### src/rtl/stack_ctrl_param_if.sv
// stack_ctrl_param_if: signal bundle between the stack CPU controller and its datapath/memory
interface stack_ctrl_param_if #(
  parameter int IW  = 16,
  parameter int NLD = 9,
  parameter int NTR = 6
);
  logic           MFC;
  logic           Status;
  logic           Halt;
  logic [IW-1:0]  Instruction;
  logic           DataReset;
  logic [NLD-1:0] LoadSignal;
  logic [NTR-1:0] TransferSignal;
  logic [2:0]     ALOP;
  logic           RD;
  logic           WR;
  logic           Retire;
  logic           Fault;
  logic           Halted;
  modport master (
    input  MFC, Status, Halt, Instruction,
    output DataReset, LoadSignal, TransferSignal, ALOP, RD, WR, Retire, Fault, Halted
  );
  modport slave (
    output MFC, Status, Halt, Instruction,
    input  DataReset, LoadSignal, TransferSignal, ALOP, RD, WR, Retire, Fault, Halted
  );
endinterface

### src/rtl/stack_ctrl_param.sv
// stack_ctrl_param: phase/state sequencer for the stack CPU with MFC timeout, retire pulse and halt
module stack_ctrl_param #(
  parameter int IW          = 16,
  parameter int NLD         = 9,
  parameter int NTR         = 6,
  parameter int MEM_TIMEOUT = 255
) (
  input logic                clk,
  input logic                reset,
  stack_ctrl_param_if.master bus
);
  typedef enum logic [3:0] {
    P_RESET, P_FETCH, P_PUSH, P_POP, P_BRANCH, P_CALL, P_RETURN, P_POSTEX, P_HALT, P_FAULT
  } phase_t;
  localparam int CW = $clog2(MEM_TIMEOUT + 1);
  localparam int L_R = 0, L_PC = 1, L_SP = 2, L_F = 3, L_T = 4, L_MAR = 5, L_MDM = 6, L_MDZ = 7, L_IR = 8;
  localparam int T_R = 0, T_PC = 1, T_SP = 2, T_MDR = 4, T_L = 5;
  localparam logic [2:0] A_CPY = 3'd0, A_ADD = 3'd1, A_NOTY = 3'd4, A_CPX = 3'd5, A_INX = 3'd6, A_DCX = 3'd7;
  phase_t        phase_q, phase_d;
  logic [2:0]    state_q, state_d;
  logic          rd_q, rd_d, wr_q, wr_d, fault_q, fault_d;
  logic [CW-1:0] cnt_q, cnt_d;
  logic [3:0]    op, sub;
  logic [2:0]    last, alop;
  logic [8:0]    ld;
  logic [5:0]    tr;
  logic          waiting, timeout, rd_go, wr_go, taken;
  assign op      = bus.Instruction[IW-1:IW-4];
  assign sub     = bus.Instruction[IW-5:IW-8];
  assign taken   = op[3:1] == 3'b000 || bus.Status;
  assign waiting = (state_q == 3'd1 && (phase_q == P_FETCH || phase_q == P_POP || phase_q == P_RETURN))
                || (phase_q == P_PUSH && state_q == 3'd2) || (phase_q == P_CALL && state_q == 3'd3);
  assign timeout = waiting && !bus.MFC && cnt_q == CW'(MEM_TIMEOUT - 1);
  assign rd_go   = state_q == 3'd0 && (phase_q == P_FETCH || phase_q == P_POP || phase_q == P_RETURN);
  assign wr_go   = (phase_q == P_PUSH && state_q == 3'd1) || (phase_q == P_CALL && state_q == 3'd2);
  // Final state index of each phase; single-cycle phases (PostEx/Halt/Fault) end at 0
  assign last = (phase_q == P_RESET || phase_q == P_BRANCH) ? 3'd1
              : (phase_q == P_FETCH || phase_q == P_RETURN) ? 3'd2
              : (phase_q == P_PUSH || phase_q == P_POP) ? 3'd3
              : phase_q == P_CALL ? 3'd5 : 3'd0;
  // State register; the memory handshake and fault flag are registered alongside phase/state
  always_ff @(posedge clk or posedge reset) begin
    if (reset) begin
      phase_q <= P_RESET;
      state_q <= 3'd0;
      rd_q    <= 1'b0;
      wr_q    <= 1'b0;
      fault_q <= 1'b0;
      cnt_q   <= '0;
    end else begin
      phase_q <= phase_d;
      state_q <= state_d;
      rd_q    <= rd_d;
      wr_q    <= wr_d;
      fault_q <= fault_d;
      cnt_q   <= cnt_d;
    end
  end
  // Next phase/state: wait states hold until MFC, the last state of a phase picks the successor, timeout overrides all
  always_comb begin
    state_d = state_q == last ? 3'd0 : (waiting && !bus.MFC) ? state_q : state_q + 3'd1;
    phase_d = state_q != last ? phase_q
            : phase_q == P_RESET ? P_FETCH
            : phase_q == P_FETCH ? (op == 4'd0 ? (sub != 4'd0 ? P_POP : P_PUSH)
                                   : op[3:1] == 3'b111 ? (op[0] ? P_RETURN : P_CALL) : P_BRANCH)
            : phase_q == P_POSTEX ? (bus.Halt ? P_HALT : P_FETCH)
            : phase_q == P_HALT ? (bus.Halt ? P_HALT : P_FETCH)
            : phase_q == P_FAULT ? P_FAULT : P_POSTEX;
    rd_d    = rd_go || (rd_q && !(waiting && bus.MFC));
    wr_d    = wr_go || (wr_q && !(waiting && bus.MFC));
    cnt_d   = (rd_go || wr_go) ? '0 : waiting ? cnt_q + CW'(1) : cnt_q;
    fault_d = fault_q || timeout;
    if (timeout) begin
      phase_d = P_FAULT;
      state_d = 3'd0;
      rd_d    = 1'b0;
      wr_d    = 1'b0;
    end
  end
  // Strobe decode from phase/state; anything not named stays 0 and the ALU defaults to CPY
  always_comb begin
    ld   = '0;
    tr   = '0;
    alop = A_CPY;
    unique case ({phase_q, state_q})
      {P_RESET,  3'd1}: begin alop = A_NOTY; ld[L_SP] = 1'b1; end
      {P_FETCH,  3'd0}: begin alop = A_CPX; tr[T_PC] = 1'b1; ld[L_MAR] = 1'b1; end
      {P_FETCH,  3'd1}: ld[L_IR] = 1'b1;
      {P_FETCH,  3'd2}: begin alop = A_INX; tr[T_PC] = 1'b1; ld[L_PC] = 1'b1; end
      {P_PUSH,   3'd0}: begin alop = A_CPX; tr[T_SP] = 1'b1; ld[L_MAR] = 1'b1; end
      {P_PUSH,   3'd1}: begin alop = A_CPX; tr[T_R] = 1'b1; ld[L_MDZ] = 1'b1; end
      {P_PUSH,   3'd3}: begin alop = A_DCX; tr[T_SP] = 1'b1; ld[L_SP] = 1'b1; end
      {P_POP,    3'd0}: begin alop = A_INX; tr[T_SP] = 1'b1; ld[L_SP] = 1'b1; ld[L_MAR] = 1'b1; end
      {P_POP,    3'd1}: ld[L_MDM] = 1'b1;
      {P_POP,    3'd2}: begin tr[T_MDR] = 1'b1; ld[L_T] = 1'b1; end
      {P_POP,    3'd3}: begin alop = sub[2:0]; tr[T_R] = 1'b1; ld[L_R] = 1'b1; ld[L_F] = 1'b1; end
      {P_BRANCH, 3'd0}: begin tr[T_L] = 1'b1; ld[L_T] = 1'b1; end
      {P_BRANCH, 3'd1}: begin alop = A_ADD; tr[T_PC] = taken; ld[L_PC] = taken; end
      {P_CALL,   3'd0}: begin alop = A_CPX; tr[T_PC] = 1'b1; ld[L_MDZ] = 1'b1; end
      {P_CALL,   3'd1}: begin alop = A_CPX; tr[T_SP] = 1'b1; ld[L_MAR] = 1'b1; end
      {P_CALL,   3'd2}: begin alop = A_DCX; tr[T_SP] = 1'b1; ld[L_SP] = 1'b1; end
      {P_CALL,   3'd4}: begin tr[T_L] = 1'b1; ld[L_T] = 1'b1; end
      {P_CALL,   3'd5}: begin alop = A_ADD; tr[T_PC] = 1'b1; ld[L_PC] = 1'b1; end
      {P_RETURN, 3'd0}: begin alop = A_INX; tr[T_SP] = 1'b1; ld[L_SP] = 1'b1; ld[L_MAR] = 1'b1; end
      {P_RETURN, 3'd1}: ld[L_MDM] = 1'b1;
      {P_RETURN, 3'd2}: begin alop = A_CPX; tr[T_MDR] = 1'b1; ld[L_PC] = 1'b1; end
      default: ;
    endcase
  end
  assign bus.DataReset      = phase_q == P_RESET && state_q == 3'd0;
  assign bus.LoadSignal     = NLD'(ld);
  assign bus.TransferSignal = NTR'(tr);
  assign bus.ALOP           = alop;
  assign bus.RD             = rd_q;
  assign bus.WR             = wr_q;
  assign bus.Retire         = phase_q == P_POSTEX;
  assign bus.Fault          = fault_q;
  assign bus.Halted         = phase_q == P_HALT;
endmodule

### src/flat_wrapper.sv
// flat-port wrapper written by rule: the top's interface ports become plain ports
module stack_ctrl_param_flat 
#(
  parameter int IW          = 16,
  parameter int NLD         = 9,
  parameter int NTR         = 6,
  parameter int MEM_TIMEOUT = 255
)
  (clk, reset, bus_MFC, bus_Status, bus_Halt, bus_Instruction, bus_DataReset, bus_LoadSignal, bus_TransferSignal, bus_ALOP, bus_RD, bus_WR, bus_Retire, bus_Fault, bus_Halted);
  stack_ctrl_param_if #(.IW(IW), .NLD(NLD), .NTR(NTR)) bus_i ();
  input logic clk;
  input logic reset;
  input wire logic [$bits(bus_i.MFC)-1:0] bus_MFC;
  input wire logic [$bits(bus_i.Status)-1:0] bus_Status;
  input wire logic [$bits(bus_i.Halt)-1:0] bus_Halt;
  input wire logic [$bits(bus_i.Instruction)-1:0] bus_Instruction;
  output wire logic [$bits(bus_i.DataReset)-1:0] bus_DataReset;
  output wire logic [$bits(bus_i.LoadSignal)-1:0] bus_LoadSignal;
  output wire logic [$bits(bus_i.TransferSignal)-1:0] bus_TransferSignal;
  output wire logic [$bits(bus_i.ALOP)-1:0] bus_ALOP;
  output wire logic [$bits(bus_i.RD)-1:0] bus_RD;
  output wire logic [$bits(bus_i.WR)-1:0] bus_WR;
  output wire logic [$bits(bus_i.Retire)-1:0] bus_Retire;
  output wire logic [$bits(bus_i.Fault)-1:0] bus_Fault;
  output wire logic [$bits(bus_i.Halted)-1:0] bus_Halted;
  assign bus_i.MFC = bus_MFC;
  assign bus_i.Status = bus_Status;
  assign bus_i.Halt = bus_Halt;
  assign bus_i.Instruction = bus_Instruction;
  assign bus_DataReset = bus_i.DataReset;
  assign bus_LoadSignal = bus_i.LoadSignal;
  assign bus_TransferSignal = bus_i.TransferSignal;
  assign bus_ALOP = bus_i.ALOP;
  assign bus_RD = bus_i.RD;
  assign bus_WR = bus_i.WR;
  assign bus_Retire = bus_i.Retire;
  assign bus_Fault = bus_i.Fault;
  assign bus_Halted = bus_i.Halted;
  stack_ctrl_param #(.IW(IW), .NLD(NLD), .NTR(NTR), .MEM_TIMEOUT(MEM_TIMEOUT)) u_core (.clk(clk), .reset(reset), .bus(bus_i));
endmodule
### config.mk
export PLATFORM = sky130hd
export DESIGN_NAME = stack_ctrl_param_flat
export DESIGN_NICKNAME = d
export VERILOG_FILES = /design/src/rtl/stack_ctrl_param_if.sv /design/src/rtl/stack_ctrl_param.sv /design/src/flat_wrapper.sv
export SDC_FILE = /design/constraint.sdc
export NUM_CORES = 1
export LEC_CHECK = 0
export BUFFER_PORTS_ARGS = -buffer_cell sky130_fd_sc_hd__clkbuf_2
export CAP_MARGIN = 0
export CORE_MARGIN = 3
export CORE_UTILIZATION = 53
export CTS_CLUSTER_SIZE = 40
export DETAILED_ROUTE_END_ITERATION = 8
export PLACE_DENSITY = 0.78
export RECOVER_POWER = 25
export SETUP_SLACK_MARGIN = 0.15
export SYNTH_ARGS = -nofsm -noshare
export SYNTH_HDL_FRONTEND = slang
export SYNTH_SLANG_ARGS = --single-unit
### constraint.sdc
create_clock -name clk -period 3.26 [get_ports clk]
set_clock_uncertainty 0.2 [all_clocks]
set_input_delay 0.326 -clock clk [delete_from_list [all_inputs] [get_ports clk]]
set_output_delay 0.326 -clock clk [all_outputs]
set_load 0.005 [all_outputs]
==> impl_metrics.tcl, run 1 <==
set metrics [dict create \
    p_int_uw 803.1 \
    fmax_mhz 345.0 \
    synth_fa_ha_area_share_pct 5.216 \
    netlist_area_um2 1679 \
    slew_violations 0 \
    power.switching_uw 815.1 \
    postCtsSetupBuffers 0 \
    swShare_pct 50.37 \
    yosysSeqAreaShare_pct 26.83 \
    wirelength_um 4164 \
    ys_ff_latch 18 \
    fin_util_pct 65.55 \
    synth-xor-area-share_pct 5.738 \
    yosys.area.top_type_share_pct 26.83 \
    peakVddDrop_uv 596.6 \
    syn_nets 231 \
    synth_top_area_cell "dfrtp_1" \
    antenna_cells 0 \
    dp_hpwl_um 3103 \
    r2r_cells 7 \
    place.gp.congestion 0.9316 \
    drcViolationCount 0 \
    cts_buffer_depth 2 \
    core_um2 2877 \
    hold_class "input pin to flop" \
    postRouteAntennaNets 0 \
    cts_tree "yes" \
    crit_arrival_ps 2370 \
    fp.dieW_um 62.29 \
    p_clk_share_pct 8.6 \
    dr.pass1.iters 5 \
    drt-initial-drc-count 167 \
    regToRegStartpoint "u_core.state_q[0]$_DFFE_PP0P_" \
    postSynthAreaPerCell_um2 8.271 \
    overflow 0 \
    root_buffer "clkbuf_4" \
    power_mw 1.618 \
    start_util_pct 58.37 \
    vias 1601 \
    grt_pass1_wl_um 7079 \
    wl_per_cell_um 15.25 \
    finalCriticalPeriod_ps 2899 \
    fin_hold_ws_ps 116.0 \
    cts_sinks 18 \
    fin_tns_setup_ps 0 \
    synthArstFlopShare_pct 100.0 \
    maxCapViolations 0 \
    slowest_delay_ps 530 \
    dpl_cell_area_um2 1834 \
    worst_slack_ps 361.3 \
    synth.mux.area_fraction_pct 1.267 \
    power_leakage_nw 0.8436 \
    synth_compound_area_share_pct 22.95 \
    grt_use_total_pct 21.80 \
    dp_slack_ps 666.5 \
    antenna_found_initial 0 \
    layout_commonest_cell "clkbuf_2" \
    clk-insertion-delay-late_ps 300 \
    drive_above_1_share_pct 24.24 \
    synth_top_flop_cell "dfrtp_1" \
    reg2reg_to "u_core.phase_q[2]$_DFFE_PP0P_" \
    ys_top_cells_by_area "dfrtp_1 (27%), ha_1 (5.2%), nand2_1 (4.5%)" \
    crit_end "bus_ALOP[2]" \
    final_cell_mix "clkbuf_2 (34), nand2_1 (20), nor2_1 (19)" \
    grt_max_degree 21 \
    rows 19 \
    setup_viol 0 \
    synthSimpleGateAreaFrac_pct 30.55 \
    crit_fanout 9 \
    rsz0062_at_grt "false" \
    stdcell_area_um2 1886 \
    ys_types 58 \
    grt_pass1_vias 1470 \
    clkTransAtPathRegs_ps 110 \
    synth_top_family_by_area "simple AND/OR/NAND/NOR gates" \
    drt-vias-per-instance 5.864 \
    synth_edf_count 0 \
    pwr-share-comb_pct 62.8 \
    die_area_um2 3879 \
    hold_violations 0 \
    crit_required_ps 2730 \
    cp-startpoint "u_core.state_q[0]$_DFFE_PP0P_" \
    worstMarginPinSlew_ps 642.7 \
    status "complete, no violations" \
    timing.slew.headroom_pct 56.05 \
    path_cells "inv_1, ha_1, nand4b_1, a21oi_1, a31oi_2, a21oi_1, a2111o_1, clkbuf_2" \
    fin_cells 273 \
    die_y_um 62.29 \
    cts-buffers-inserted 3 \
    nNetsFinal 260 \
    ys_warn_count 0 \
    p_seq_share_pct 28.6 \
    io_pins 45 \
    cpMostUsedCell "a21oi_1" \
    portBuffers 35 \
    syn2layout_area_growth_pct 12.30 \
    cp-start-kind "flop" \
    period_share_pct 88.92 \
    placedCellCount 268 \
    power_density_nw_per_um2 858.2 \
    r2r_slack_ps 570 \
    synthCells 203 \
    slowest_stage "dfrtp_1" \
    h-tree-depth 1 \
    end_kind "primary output" \
    crit_type "flop to primary output" \
]
power by group through the flow:
stage	Combinational, mW	Sequential (mW)	Clock [mW]
6_report	1.02	0.462	0.140
5_1_grt	1.14	0.476	0.159
4_1_cts	1.01	0.455	0.143
3_5_place_dp	0.995	0.460	0
3_3_place_gp	0.977	0.455	0
2_1_floorplan	0.840	0.354	0
worst min-delay path by stage:
stage               cells past startpoint  startpoint                            end
finish                                  2    bus_Halt  u_core.phase_q[3]$_DFFE_PP0P_
CTS                                     2    bus_Halt  u_core.phase_q[3]$_DFFE_PP0P_
detailed placement                      2       reset  u_core.phase_q[2]$_DFFE_PP0P_
global placement                        2       reset    u_core.cnt_q[0]$_DFFE_PP0P_
global route                            2    bus_Halt  u_core.phase_q[3]$_DFFE_PP0P_
floorplan                               1       reset     u_core.bus.Fault$_DFF_PP0_
area by class of cell:
type | instances | area, um2
inverter | 9 | 33.78
clock buffer | 4 | 36.28
sequential | 18 | 450.4
tap | 42 | 52.55
fill | 268 | 991.0
multi-input combinational | 162 | 1114
timing repair buffer | 38 | 198.9
critical path, delay by kind of cell, from the launching register on:
kind,cells,cell delay (ps)
simple gates,1,130
buf+inv,2,270
fa+ha+maj,1,280
flops,1,530
compound gates,4,870
what timing repair did:
action	CTS	global route
resized for setup	0	1
endpoints found under the hold margin	18	0
hold buffers	1	0
endpoints found under the setup margin	0	1
logic make-up (layout without fill, tap and decap cells):
group	after synthesis	in the layout
other	1	1
AND/OR/NAND/NOR	93	93
adder cells (fa/ha/maj)	7	7
multiplexers	2	2
flip-flops	18	18
AO/OA/AOI/OAI	48	48
XOR/XNOR	11	11
buffers and inverters	23	51
cell usage after synthesis, types with 3 or more instances:
cell      count
buf_2         7
nand4_1       3
nor2_1       19
nor2b_1       7
nand3_1       7
ha_1          7
and3_1        4
nor4b_1       4
a31oi_1       3
o21ai_0       6
a211oi_1      7
inv_1         8
buf_4         3
nor3_1        8
nand2b_1      4
nand2_1      20
dfrtp_1      18
xnor2_1       8
xor2_1        3
a21oi_1       8
layer usage:
metal / global-route usage [%] / up-vias / share of wire [%] / routed length [um]
li1: - / 789 / - / -
met1: 32.13 / 755 / 47 / 1975
met2: 33.20 / 51 / 46 / 1900
met3: 4.144 / 6 / 5.7 / 239
met4: 4.408 / 0 / 1.2 / 48
met5: 0 / - / 0 / 0
flip-flops by register name, summed over array words and instances (netlist names):
register          cells
u_core.bus.Fault      1
u_core.state_q        3
u_core.phase_q        4
u_core.bus.WR         1
u_core.bus.RD         1
u_core.cnt_q          8
Power figures use the tool's default switching activity.
==> run 2, diff against run 1 <==
- CORE_UTILIZATION: 53 -> 30
- PLACE_DENSITY: 0.78 -> 0.52
==> impl_metrics.tcl, run 2 (synthesis gave the netlist of run 1 again) <==
set metrics [dict create \
    fin_hold_ws_ps 158.9 \
    h-tree-depth 1 \
    fmax_mhz 344.4 \
    antenna_cells 0 \
    crit_arrival_ps 2380 \
    grt_max_degree 21 \
    power_density_nw_per_um2 854.1 \
    syn2layout_area_growth_pct 15.20 \
    placedCellCount 296 \
    status "complete, no violations" \
    hold_violations 0 \
    fin_cells 301 \
    worstMarginPinSlew_ps 683.7 \
    root_buffer "clkbuf_8" \
    stdcell_area_um2 1934 \
    place.gp.congestion 0.8336 \
    largest_reg_flops 8 \
    core_um2 5270 \
    path_cells "inv_1, ha_1, inv_1, nor2_1, a31oi_1, a21oi_1, a2111o_1, clkbuf_2" \
    die_y_um 80.82 \
    dpl_cell_area_um2 1869 \
    end_kind "primary output" \
    slowest_delay_ps 500 \
    drt-initial-drc-count 164 \
    clk-insertion-delay-late_ps 250 \
    overflow 0 \
    slowest_stage "dfrtp_1" \
    holdCritStartpoint "bus_Halt" \
    postRouteAntennaNets 0 \
    cts_buffer_depth 2 \
    portBuffers 35 \
    drcViolationCount 0 \
    hold_class "input pin to flop" \
    cpMostUsedCell "inv_1" \
    maxCapViolations 0 \
    grt_pass1_vias 1451 \
    fp.dieW_um 80.82 \
    postCtsSetupBuffers 0 \
    fin_tns_setup_ps 0 \
    crit_required_ps 2730 \
    crit_fanout 9 \
    grt_use_total_pct 14.31 \
    dp_hpwl_um 3446 \
    period_share_pct 89.06 \
    antenna_found_initial 0 \
    timing.slew.headroom_pct 53.24 \
    cp-startpoint "u_core.state_q[0]$_DFFE_PP0P_" \
    power_leakage_nw 0.8534 \
    worst_slack_ps 356.8 \
    regToRegStartpoint "u_core.state_q[0]$_DFFE_PP0P_" \
    setup_viol 0 \
    dr.pass1.iters 4 \
    cts_sinks 18 \
    wirelength_um 4452 \
    grt_pass1_wl_um 7458 \
    clkTransAtPathRegs_ps 70 \
    slew_violations 0 \
    final_cell_mix "clkbuf_2 (35), nand2_1 (20), nor2_1 (19)" \
    drive_above_1_share_pct 24.24 \
    die_area_um2 6531 \
    wl_per_cell_um 14.79 \
    cts-buffers-inserted 3 \
    rsz0062_at_grt "false" \
    drt-vias-per-instance 5.349 \
    peakVddDrop_uv 402.9 \
    layout_commonest_cell "clkbuf_2" \
    cts_tree "yes" \
    crit_type "flop to primary output" \
    dp_slack_ps 635.9 \
    finalCriticalPeriod_ps 2903 \
    io_pins 45 \
    vias 1610 \
    fin_util_pct 36.70 \
    rows 26 \
    start_util_pct 31.86 \
    cp-start-kind "flop" \
    reg.largest.list "u_core.cnt_q: 8 flops, u_core.phase_q: 4 flops, u_core.state_q: 3 flops" \
    nNetsFinal 260 \
    power_mw 1.652 \
    regMostFlops "u_core.cnt_q" \
]
-- run 2: cell counts in the layout (fill, tap and decap cells not counted) --
No cell type changed its count.
-- run 2: path summary, 6_finish.rpt --
kind	endpoint	slack, ps	depth (start not counted)
max	bus_ALOP[2]	360	8
min	u_core.phase_q[3]$_DFFE_PP0P_	160	2
max reg2reg	u_core.phase_q[0]$_DFFE_PP0P_	560	7
min reg2reg	u_core.bus.Fault$_DFF_PP0_	270	1
max in group asynchronous	u_core.cnt_q[1]$_DFFE_PP0P_	1920	3
min in group asynchronous	u_core.bus.WR$_DFF_PP0_	500	3
-- run 2: layer usage --
layer	routed length (um)	GRT usage (%)
met2	2028	21.51
met1	2149	21.68
met4	49	2.703
met3	223	2.106
met5	0	0
-- run 2: repair_timing --
| action | CTS | global route |
|---|---|---|
| endpoints found under the setup margin | 0 | 0 |
| hold buffers | 1 | 0 |
| endpoints found under the hold margin | 18 | 0 |
| gates resized for setup | 0 | 0 |
-- run 2: power breakdown --
group / switching (mW) / internal [mW] / leakage, nW
clock: 0.0778 / 0.107 / 0.0288
combinational: 0.573 / 0.437 / 0.600
sequential: 0.161 / 0.296 / 0.225
-- run 2: critical path, delay by kind of cell, from the launching register on --
family          cells  cell delay, ps
fa+ha+maj           1             250
buf+inv             3             390
compound gates      3             910
flops               1             500
simple gates        1              80
-- run 2: area by class of cell --
cell class / instances / area, um2
clock buffers: 4 / 55.05
repair buffers: 38 / 200.2
inverters: 9 / 33.78
multi-input cells: 162 / 1107
well taps: 70 / 87.58
fillers: 581 / 3336
flip-flops and latches: 18 / 450.4
==> run 3, diff against run 2 <==
--- a/config.mk
+++ b/config.mk
@@ -10,6 +10,6 @@
 export CORE_MARGIN = 3
-export CORE_UTILIZATION = 30
+export CORE_UTILIZATION = 40
 export CTS_CLUSTER_SIZE = 40
 export DETAILED_ROUTE_END_ITERATION = 8
-export PLACE_DENSITY = 0.52
+export PLACE_DENSITY = 0.65
 export RECOVER_POWER = 25
--- a/constraint.sdc
+++ b/constraint.sdc
@@ -4,2 +4,2 @@
 set_output_delay 0.326 -clock clk [all_outputs]
-set_load 0.005 [all_outputs]
+set_load 0.05 [all_outputs]
==> impl_metrics.tcl, run 3 (synthesis gave the netlist of run 1 again) <==
set metrics [dict create \
    critPathBufInv 2 \
    fmax_mhz 338.8 \
    clkTransAtPathRegs_ps 60 \
    drive_above_1_share_pct 22.61 \
    cts_tree "yes" \
    worstMarginPinSlew_ps 657.5 \
    power_leakage_nw 0.8399 \
    root_buffer "clkbuf_8" \
    cts_buffer_depth 2 \
    holdCritStartpoint "bus_Halt" \
    worst_slack_ps 308.1 \
    critPathTopFamily "compound AO/OA/AOI/OAI gates" \
    multi_input_area_um2 1107 \
    drt-vias-per-instance 5.777 \
    dp_slack_ps 616.1 \
    dr.pass1.iters 4 \
    cp-start-kind "flop" \
    power_density_nw_per_um2 1040 \
    min_to "u_core.phase_q[3]$_DFFE_PP0P_" \
    post_cts_resized 0 \
    rows 22 \
    reg.largest.list "u_core.cnt_q: 8 flops, u_core.phase_q: 4 flops, u_core.state_q: 3 flops" \
    rsz0062_at_grt "false" \
    setup_viol 0 \
    slew_violations 0 \
    vias 1606 \
    grt_max_degree 21 \
    die_area_um2 5011 \
    fp.dieW_um 70.79 \
    largest_reg_flops 8 \
    regArea_um2 450.4 \
    crit_arrival_ps 2430 \
    peakVddDrop_uv 530.0 \
    regMostFlops "u_core.cnt_q" \
    core_um2 3854 \
    portBuffers 35 \
    crit_required_ps 2730 \
    syn2layout_area_growth_pct 12.89 \
    cts_sinks 18 \
    cpMostUsedCell "a21oi_1" \
    status "complete, no violations" \
    r2r_cells 7 \
    fin_tns_setup_ps 0 \
    maxCapViolations 0 \
    slowest_stage "dfrtp_1" \
    finalCriticalPeriod_ps 2952 \
    min_path_cells 2 \
    clk-insertion-delay-late_ps 260 \
    final_cell_mix "clkbuf_2 (32), nand2_1 (20), nor2_1 (19)" \
    period_share_pct 90.55 \
    layout_commonest_cell "clkbuf_2" \
    nNetsFinal 259 \
    postRouteAntennaNets 0 \
    crit_fanout 9 \
    h-tree-depth 1 \
    start_util_pct 43.57 \
    crit_type "flop to primary output" \
    end_kind "primary output" \
    die_y_um 70.79 \
    place.gp.congestion 0.8479 \
    hold_class "input pin to flop" \
    antenna_found_initial 0 \
    postCtsSetupBuffers 0 \
    cts-buffers-inserted 3 \
    dp_hpwl_um 3155 \
    grt_pass1_vias 1457 \
    wl_per_cell_um 15.01 \
    grt_pass1_wl_um 7203 \
    path_cells "inv_1, ha_1, nand4b_1, a21oi_1, a31oi_1, a21oi_1, a2111o_1, clkbuf_2" \
    io_pins 45 \
    drcViolationCount 0 \
    drt-initial-drc-count 127 \
    reg2reg_to "u_core.phase_q[0]$_DFFE_PP0P_" \
    r2r_slack_ps 650 \
    grt_use_total_pct 17.45 \
    hold_violations 0 \
    timing.slew.headroom_pct 55.03 \
    slowest_delay_ps 490 \
    wirelength_um 4173 \
    regToRegStartpoint "u_core.state_q[0]$_DFFE_PP0P_" \
    fill_cells 394 \
    overflow 0 \
    hold_buffers 1 \
    antenna_cells 0 \
]
## run 3: changes by cell type in the layout (fill, tap and decap cells not counted)
cell,delta
clkbuf_1,+3
clkbuf_2,-3
buf_4,-1
## run 3: how the worst max path moves through the flow
stage / from / endpoint / slack, ps / depth (start not counted)
2_1_floorplan: u_core.phase_q[1]$_DFFE_PP0P_ / bus_Halted / 360 / 3
3_3_place_gp: u_core.state_q[0]$_DFFE_PP0P_ / bus_ALOP[2] / 600 / 8
3_5_place_dp: u_core.state_q[0]$_DFFE_PP0P_ / bus_ALOP[2] / 620 / 8
4_1_cts: u_core.state_q[0]$_DFFE_PP0P_ / bus_ALOP[2] / 330 / 8
5_1_grt: u_core.state_q[0]$_DFFE_PP0P_ / bus_ALOP[2] / 160 / 8
6_report: u_core.state_q[0]$_DFFE_PP0P_ / bus_ALOP[2] / 310 / 8
## run 3: per-layer routing
metal  share of wire, %  global-route usage (%)  routed length (um)
met3                5.9                   2.983                 247
met1                 51                   27.66                2118
met4                1.1                   4.384                  47
met2                 42                   24.10                1759
met5                  0                       0                   0
## run 3: power by group
part	internal, mW	switching, mW	total, mW
Combinational	0.428	0.878	1.31
Clock	0.108	0.0798	0.187
Sequential	0.295	0.182	0.477
Total	0.831	1.14	1.97
## run 3: stage by stage
| stage | utilization, % | instance area (um2) | std cells | hold slack, ps | power (mW) |
|---|---|---|---|---|---|
| floorplan | - | 1679 | 203 | 64.57 | 1.528 |
| global placement | 47.60 | 1834 | 273 | 239.4 | 1.776 |
| detailed placement | 47.60 | 1834 | 273 | 246.6 | 1.780 |
| CTS | 49.29 | 1899 | 278 | 161.4 | 1.972 |
| global route | 49.19 | 1896 | 278 | 174.4 | 2.122 |
| finish | 49.19 | 1896 | 278 | 160.0 | 1.970 |
## run 3: layout make-up
cell class,instances,share of cell area [%]
multi-input cells,162,58.42
flip-flops and latches,18,23.76
repair buffers,37,9.967
well taps,48,3.168
clock buffers,4,2.904
inverters,9,1.782
